[src/rtl/list_walker.sv]
// list_walker: walks a cons-cell chain through memory_unit, streaming car values until cdr == NIL.
// Optional length limit enabled by defining LIST_WALKER_LEN_LIMIT_EN (abort at MAX_LEN with error).
`default_nettype none

module list_walker #(
  parameter int                DATA_W  = 24,
  parameter logic [DATA_W-1:0] NIL     = '0,
  parameter int                LEN_W   = 16,
  parameter int                MAX_LEN = 1024
) (
  input  logic              clk,
  input  logic              rst,
  input  logic              start_i,
  input  logic [DATA_W-1:0] head_i,
  output logic              busy_o,
  output logic              done_o,
  output logic              error_o,
  output logic [LEN_W-1:0]  length_o,
  output logic              elem_valid_o,
  output logic [DATA_W-1:0] elem_data_o,
  input  logic              elem_ready_i,
  output logic              mem_car_o,
  output logic              mem_cdr_o,
  output logic              mem_cons_o,
  output logic [DATA_W-1:0] mem_data_in_o,
  input  logic [DATA_W-1:0] mem_data_out_i,
  input  logic              mem_ready_i
);

  typedef enum logic [3:0] {
    S_IDLE     = 4'd0,
    S_REQ_CAR  = 4'd1,
    S_GRD_CAR  = 4'd2,
    S_WAIT_CAR = 4'd3,
    S_EMIT     = 4'd4,
    S_REQ_CDR  = 4'd5,
    S_GRD_CDR  = 4'd6,
    S_WAIT_CDR = 4'd7,
    S_FIN      = 4'd8
  } state_t;

`ifdef LIST_WALKER_LEN_LIMIT_EN
  localparam logic [LEN_W:0] LIMIT = (LEN_W+1)'(MAX_LEN);
`endif

  state_t              state_q, state_d;
  logic [DATA_W-1:0]   ptr_q, ptr_d;
  logic                busy_q, busy_d;
  logic                done_q, done_d;
  logic                error_q, error_d;
  logic [LEN_W-1:0]    length_q, length_d;
  logic                elem_valid_q, elem_valid_d;
  logic [DATA_W-1:0]   elem_data_q, elem_data_d;
  logic                mem_car_q, mem_car_d;
  logic                mem_cdr_q, mem_cdr_d;
  logic [DATA_W-1:0]   mem_addr_q, mem_addr_d;

  always_comb begin
    state_d      = state_q;
    ptr_d        = ptr_q;
    busy_d       = busy_q;
    done_d       = 1'b0;
    error_d      = 1'b0;
    length_d     = length_q;
    elem_valid_d = elem_valid_q;
    elem_data_d  = elem_data_q;

    case (state_q)
      S_IDLE: begin
        // done_q high here means this is the done cycle; a coincident start is dropped
        if (start_i && !done_q) begin
          busy_d   = 1'b1;
          length_d = '0;
          if (head_i == NIL) begin
            state_d = S_FIN;
          end else begin
            ptr_d   = head_i;
            state_d = S_REQ_CAR;
          end
        end
      end
      S_REQ_CAR: state_d = S_GRD_CAR;
      S_GRD_CAR: state_d = S_WAIT_CAR;
      S_WAIT_CAR: begin
        if (mem_ready_i) begin
          elem_data_d  = mem_data_out_i;
          elem_valid_d = 1'b1;
          state_d      = S_EMIT;
        end
      end
      S_EMIT: begin
        if (elem_ready_i) begin
          elem_valid_d = 1'b0;
          if (length_q != '1) begin
            length_d = length_q + 1'b1;
          end
          state_d = S_REQ_CDR;
`ifdef LIST_WALKER_LEN_LIMIT_EN
          if ({1'b0, length_d} == LIMIT) begin
            state_d = S_FIN;
          end
`endif
        end
      end
      S_REQ_CDR: state_d = S_GRD_CDR;
      S_GRD_CDR: state_d = S_WAIT_CDR;
      S_WAIT_CDR: begin
        if (mem_ready_i) begin
          ptr_d   = mem_data_out_i;
          state_d = (mem_data_out_i == NIL) ? S_FIN : S_REQ_CAR;
        end
      end
      S_FIN: begin
        done_d  = 1'b1;
        busy_d  = 1'b0;
`ifdef LIST_WALKER_LEN_LIMIT_EN
        error_d = ({1'b0, length_q} == LIMIT);
`endif
        state_d = S_IDLE;
      end
      default: state_d = S_IDLE;
    endcase

    // Strobes are registered off the next state so they coincide exactly with REQ_x
    mem_car_d  = (state_d == S_REQ_CAR);
    mem_cdr_d  = (state_d == S_REQ_CDR);
    mem_addr_d = (mem_car_d || mem_cdr_d) ? ptr_d : '0;
  end

  always_ff @(posedge clk or negedge rst) begin
    if (!rst) begin
      state_q      <= S_IDLE;
      ptr_q        <= '0;
      busy_q       <= 1'b0;
      done_q       <= 1'b0;
      error_q      <= 1'b0;
      length_q     <= '0;
      elem_valid_q <= 1'b0;
      elem_data_q  <= '0;
      mem_car_q    <= 1'b0;
      mem_cdr_q    <= 1'b0;
      mem_addr_q   <= '0;
    end else begin
      state_q      <= state_d;
      ptr_q        <= ptr_d;
      busy_q       <= busy_d;
      done_q       <= done_d;
      error_q      <= error_d;
      length_q     <= length_d;
      elem_valid_q <= elem_valid_d;
      elem_data_q  <= elem_data_d;
      mem_car_q    <= mem_car_d;
      mem_cdr_q    <= mem_cdr_d;
      mem_addr_q   <= mem_addr_d;
    end
  end

  assign busy_o        = busy_q;
  assign done_o        = done_q;
  assign error_o       = error_q;
  assign length_o      = length_q;
  assign elem_valid_o  = elem_valid_q;
  assign elem_data_o   = elem_data_q;
  assign mem_car_o     = mem_car_q;
  assign mem_cdr_o     = mem_cdr_q;
  assign mem_cons_o    = 1'b0;
  assign mem_data_in_o = mem_addr_q;

endmodule

`default_nettype wire

[config.mk]
export PLATFORM = sky130hd
export DESIGN_NAME = list_walker
export DESIGN_NICKNAME = d
export VERILOG_FILES = /design/src/rtl/list_walker.sv
export SDC_FILE = /design/constraint.sdc
export NUM_CORES = 1
export LEC_CHECK = 0
export CORE_AREA = 2 2 75 148
export DETAILED_ROUTE_END_ITERATION = 10
export DIE_AREA = 0 0 77 150
export MAX_ROUTING_LAYER = met4
export PLACE_DENSITY = 0.81
export SLEW_MARGIN = 10
export SYNTH_ARGS = -nofsm -noshare
export SYNTH_HDL_FRONTEND = slang
export SYNTH_SLANG_ARGS = --single-unit
export TNS_END_PERCENT = 50
[constraint.sdc]
create_clock -name clk -period 2.04 [get_ports clk]
set_clock_uncertainty 0.15 [all_clocks]
set_input_delay 0.306 -clock clk [delete_from_list [all_inputs] [get_ports clk]]
set_output_delay 0.306 -clock clk [all_outputs]
set_load 0.05 [all_outputs]
### After elaboration in Yosys (flattened, before gate mapping)

Cells that the tools add are included.

| word-level totals | value |
|---|---|
| register bits after elaboration | 97 |
| output and inout port bits | 71 |

| operators by class | value |
|---|---|
| add/subtract/negate cells | 1 |
| equal/unequal tests | 15 |
| muxes and demuxes | 22 |
| reduce and logical (&&, ||, !) cells | 13 |

Operators by type and width:

| kind | count |
|---|---|
| $mux W24 | 4 |
| $logic_not A24 Y1 | 2 |
| $mux W16 | 3 |
| $pmux W24 S2 | 1 |
| $pmux W16 S2 | 1 |
| $pmux W4 S8 | 1 |
| $mux W4 | 6 |
| $eq A4 B3 Y1 const B | 5 |
| $add A16 B1 Y16 const B | 1 |
| $ne A16 B16 Y1 const B | 1 |
| $eq A4 B1 Y1 const B | 2 |
| $eq A4 B2 Y1 const B | 2 |
| $ne A2 B2 Y1 const B | 4 |
| $reduce_bool A2 Y1 | 3 |
| $eq A4 B4 Y1 const B | 1 |
| $logic_not A4 Y1 | 1 |
| $mux W1 | 4 |
| $pmux W1 S2 | 2 |
| $reduce_and A2 Y1 | 2 |
| $reduce_and A4 Y1 | 1 |
| $reduce_and A3 Y1 | 1 |
| $logic_and A1 B1 Y1 | 1 |
| $logic_not A1 Y1 | 1 |
| $logic_or A1 B1 Y1 | 1 |

### Logic depth before layout (Yosys ltp)

| logic depth | value |
|---|---|
| depth after elaboration | 7 |
| mapped depth | 9 |

### Worst setup path after synthesis

No wires, ideal clock.

| path | value |
|---|---|
| path type | flip-flop to flip-flop |
| start | register length_q[6], in the netlist length_o[6] |
| end | register length_q[13], in the netlist length_o[13] |
| arrival time | 2.022 ns |
| data required time | 1.812 ns |
| setup slack | -0.210 ns |
| cell stages (with the launch flop) | 7 |
| buffers on the path | 1 |
| period minus slack after synthesis | 2.250 ns |
| cell sequence | dfrtp_1 -> nand4_1 -> nor4_4 -> a21o_1 -> buf_6 -> o21ai_0 -> a21oi_1 |

| between the ends | value |
|---|---|
| word-level cells in the longest chain between the ends | 4 |

Ends and longest elaborated chain:

| item | RTL line | source |
|---|---|---|
| start, declared | 51 | `logic [LEN_W-1:0] length_q, length_d;` |
| start signal, assigned | 149 | `length_q <= length_d;` |
| $add A16 B1 Y16 | 95 | `length_d = length_q + 1'b1;` |
| $mux W16 | 94 | `if (length_q != '1) begin` |
| $mux W16 | 92 | `if (elem_ready_i) begin` |
| $pmux W16 S2 | 68 | `case (state_q)` |

Several ways; a longest one is shown, not always the timed one. The select of a mux whose other input is x is not followed.
A chain may end at the register's enable or synchronous reset.

### Worst setup path after layout

| path | value |
|---|---|
| start | register state_q[1] |
| end | register mem_addr_q[4], in the netlist mem_data_in_o[4] |

| between the ends | value |
|---|---|
| word-level cells in the longest chain between the ends | 5 |

Ends and longest elaborated chain:

| item | RTL line | source |
|---|---|---|
| start, declared | 46 | `state_t state_q, state_d;` |
| start signal, assigned | 144 | `state_q <= state_d;` |
| $eq A4 B3 Y1, or another cell as far along | 68 |  |
| $pmux W4 S8 | 68 |  |
| $eq A4 B1 Y1 / $eq A4 B3 Y1 (equally long branches) | 125, 126 |  |
| $logic_or A1 B1 Y1 | 127 | `mem_addr_d = (mem_car_d \|\| mem_cdr_d) ? ptr_d : '0;` |
| $mux W24 * | 127 |  |
| net mem_addr_d[4] | 56 | `logic [DATA_W-1:0] mem_addr_q, mem_addr_d;` |
| end signal, assigned | 154 | `mem_addr_q <= mem_addr_d;` |
| end, declared | 56 |  |

The timed path passes the listed nets; every way through them passes the cells marked *.

==> impl_metrics.toml <==
[worst_hold_path]
hold_class = "input pin to flop"

[cts]
cts.path.max_buffers = 2
cts_sinks = 97
h-tree-depth = 3
numCtsBuffers = 9
path_clk_slew_ns = 0.07
root_buffer = "clkbuf_16"
cts_tree = "done"
clkLatencyLatePin_ns = 0.35

[routing]
remaining_drc_errors = 0
wire_per_inst_um = 22.2
firstDrtPassIters = 5
vias = 4244
viasPerCell = 5.72
drt_iter0_markers = 227
antenna_left = 0
drt_wl_total_um = 16500

[die]
die_y_um = 150
core_um2 = 10500
ios = 124
dieWidth_um = 77
num_rows = 53
start_util_pct = 40.9
die_area_um2 = 11600

[grt]
antenna_found_initial = 1
grt_pass1_vias = 4376
grt_max_degree = 44
grt-ovfl-total = 0
grt_pass1_wl_um = 23200
grt_use_total_pct = 27.3

[critical_path]
crit_required_ns = 2.12
start_kind = "flop"
critPathMaxStageDelay_ns = 0.45
cp_data_arrival_time_ns = 2.18
end_kind = "flop"
path_class = "flop to flop"
worstPathMaxFanout = 9
path_delay_family = "compound AO/OA/AOI/OAI gates"
critPathBufInv = 2
crit_chain = "buf_4 > and3_1 > and2_1 > buf_6 > a221o_1 > a31oi_1 > nor2_1"
crit_slowest_cell = "dfrtp_2"

[cells_and_area]
nets = 653
mostFrequentLayoutCell = "buf_4"
layout_common_cells = "buf_4 (104), dfrtp_1 (79), clkdlybuf4s50_1 (55), inv_1 (34), dlymetal6s2s_1 (32)"
area_growth_pct = 72.8
fin_cells = 742
drive_gt1_share_pct = 43.2
final_area_um2 = 7400

[placement]
routabilityCongestion = 0.934
io_buffers = 121
place_area_um2 = 6300
dpl_worst_slack_ns = -0.733
numPlacedInstances = 711
hpwl_um = 10400

[synthesis]
yosysWarnings = 0
synth_top_flop_cell = "dfrtp_1"
synth_edf_count = 0
ys_seq_area_share_pct = 56.7
syn_inst = 381
async_reset_ff_share_pct = 100
synth_cell_types = 47
ys_ff_latch = 97
synth_area_per_cell_um2 = 11.2
syn_area_um2 = 4280

[sta]
rsz0062_at_grt = "true"
post-route-period-util_pct = 103
maxSlewViolCount = 0
finalSetupViolations = 30
period_needed_ns = 2.11
tightest_slew_ns = 0.598
hold_viol = 0
postLayoutSetupSlackWorst_ns = -0.0653
fmax_ghz = 0.475
relSlewSlack_pct = 60.1

[outcome]
violations = "negative setup slack"
status = "complete, but fails checks"

[power_and_ir_drop]
powerDensity_nw_per_um2 = 1410
peakVddDrop_v = 0.00115
p_sw_mw = 4.53
internal-power_mw = 5.93
power_mw = 10.5
p_leak_nw = 3.56
seqPwrFrac_pct = 29.6
combPwrFrac_pct = 51.7
clkPwrFrac_pct = 18.7
swShare_pct = 43.3

[job]
cap_violations = 0
==> worst paths after layout <==
kind / start / to / slack [ns] / cells after the start
worst max-delay path: state_q[1]$_DFF_PN0_ / mem_data_in_o[4]$_DFF_PN0_ / -0.07 / 7
worst max register to register: state_q[1]$_DFF_PN0_ / mem_data_in_o[4]$_DFF_PN0_ / -0.07 / 7
worst min register to register: elem_valid_o$_DFFE_PN0P_ / elem_valid_o$_DFFE_PN0P_ / 0.34 / 2
worst min-delay path: mem_data_out_i[12] / elem_data_o[12]$_DFFE_PN0P_ / 0.20 / 3
max in group asynchronous: rst / state_q[1]$_DFF_PN0_ / 0.78 / 3
min in group asynchronous: rst / elem_data_o[20]$_DFFE_PN0P_ / 0.35 / 2
==> kinds of logic after synthesis <==
| kind of cell | after synthesis | share of synthesized area (%) |
|---|---|---|
| flip-flops | 97 | 56.7 |
| multiplexers | 26 | 6.81 |
| buffers and inverters | 57 | 6.08 |
| XOR/XNOR | 7 | 1.43 |
| adder cells (fa/ha/maj) | 1 | 0.292 |
| AND/OR/NAND/NOR | 110 | 14.4 |
| other | 1 | 0.0876 |
| AO/OA/AOI/OAI | 82 | 14.3 |
==> metrics by stage <==
step	TNS [ns]	util [%]	hold slack, ns
finish	-0.883	70.6	0.201
floorplan	0	-	-0.140
global placement	-23.49	60.1	0.185
global route	-3.44	70.6	0.203
detailed placement	-29.05	60.1	0.197
CTS	-0.175	66.5	0.313
==> power by group through the flow <==
stage	registers, mW	logic (mW)	clock network, mW
finish	3.10	5.41	1.95
global route	3.14	5.62	2.04
CTS	2.99	4.87	1.97
detailed placement	3.00	4.58	0
global placement	2.96	4.46	0
floorplan	4.45	1.37	0
==> metal layers <==
layer | GRT usage, % | part of all wire [%] | up-vias
met3 | 4.40 | 4.8 | 76
li1 | - | - | 1807
met5 | - | 0 | -
met1 | 25.3 | 32 | 2141
met4 | 17.0 | 5.7 | 0
met2 | 51.2 | 57 | 220
==> timing repair <==
| action | CTS | global route |
|---|---|---|
| resized for setup | 66 | 93 |
| hold buffers | 1 | 0 |
| buffers inserted | 6 | 4 |
| endpoints found under the hold margin | 41 | 0 |
| cloned | 3 | 0 |
| pin swaps | 20 | 31 |
| setup endpoints to repair | 62 | 61 |
==> cell usage after synthesis (6+ instances only) <==
cell	count	area share, %
xnor2_1	7	1.4
mux2_2	25	6.6
a211oi_1	10	1.8
a22o_1	21	4.3
nand3_1	8	0.93
buf_2	13	1.5
nand4_1	6	0.88
nor2_1	40	3.5
inv_1	34	3.0
a21oi_1	7	0.82
dfrtp_1	97	57
or4_1	9	1.6
a31oi_1	25	3.7
nand2_1	14	1.2
nor4_1	8	1.2
==> sequential cells by signal, summed over array words and instances (netlist names) <==
register	count
mem_car_o	1
busy_o	1
elem_valid_o	1
mem_cdr_o	1
done_o	1
state_q	4
mem_data_in_o	24
length_o	16
ptr_q	24
elem_data_o	24
==> cell type report <==
| class | count | area [µm²] |
|---|---|---|
| fill | 710 | 3080 |
| sequential | 97 | 2450 |
| timing repair buffer | 229 | 2190 |
| multi-input combinational | 228 | 2120 |
| clock buffer | 10 | 229 |
| tap | 137 | 171 |
| inverter | 34 | 128 |
| clock inverter | 6 | 114 |
| antenna | 1 | 2.50 |
==> worst register-to-register path, cell delays in order (launching register included) <==
cell and delay, ns:
dfrtp_2 0.45, buf_4 0.17, and3_1 0.20, and2_1 0.19, buf_6 0.16, a221o_1 0.34, a31oi_1 0.23, nor2_1 0.10
Note: power is estimated with default switching activity, not from simulation.
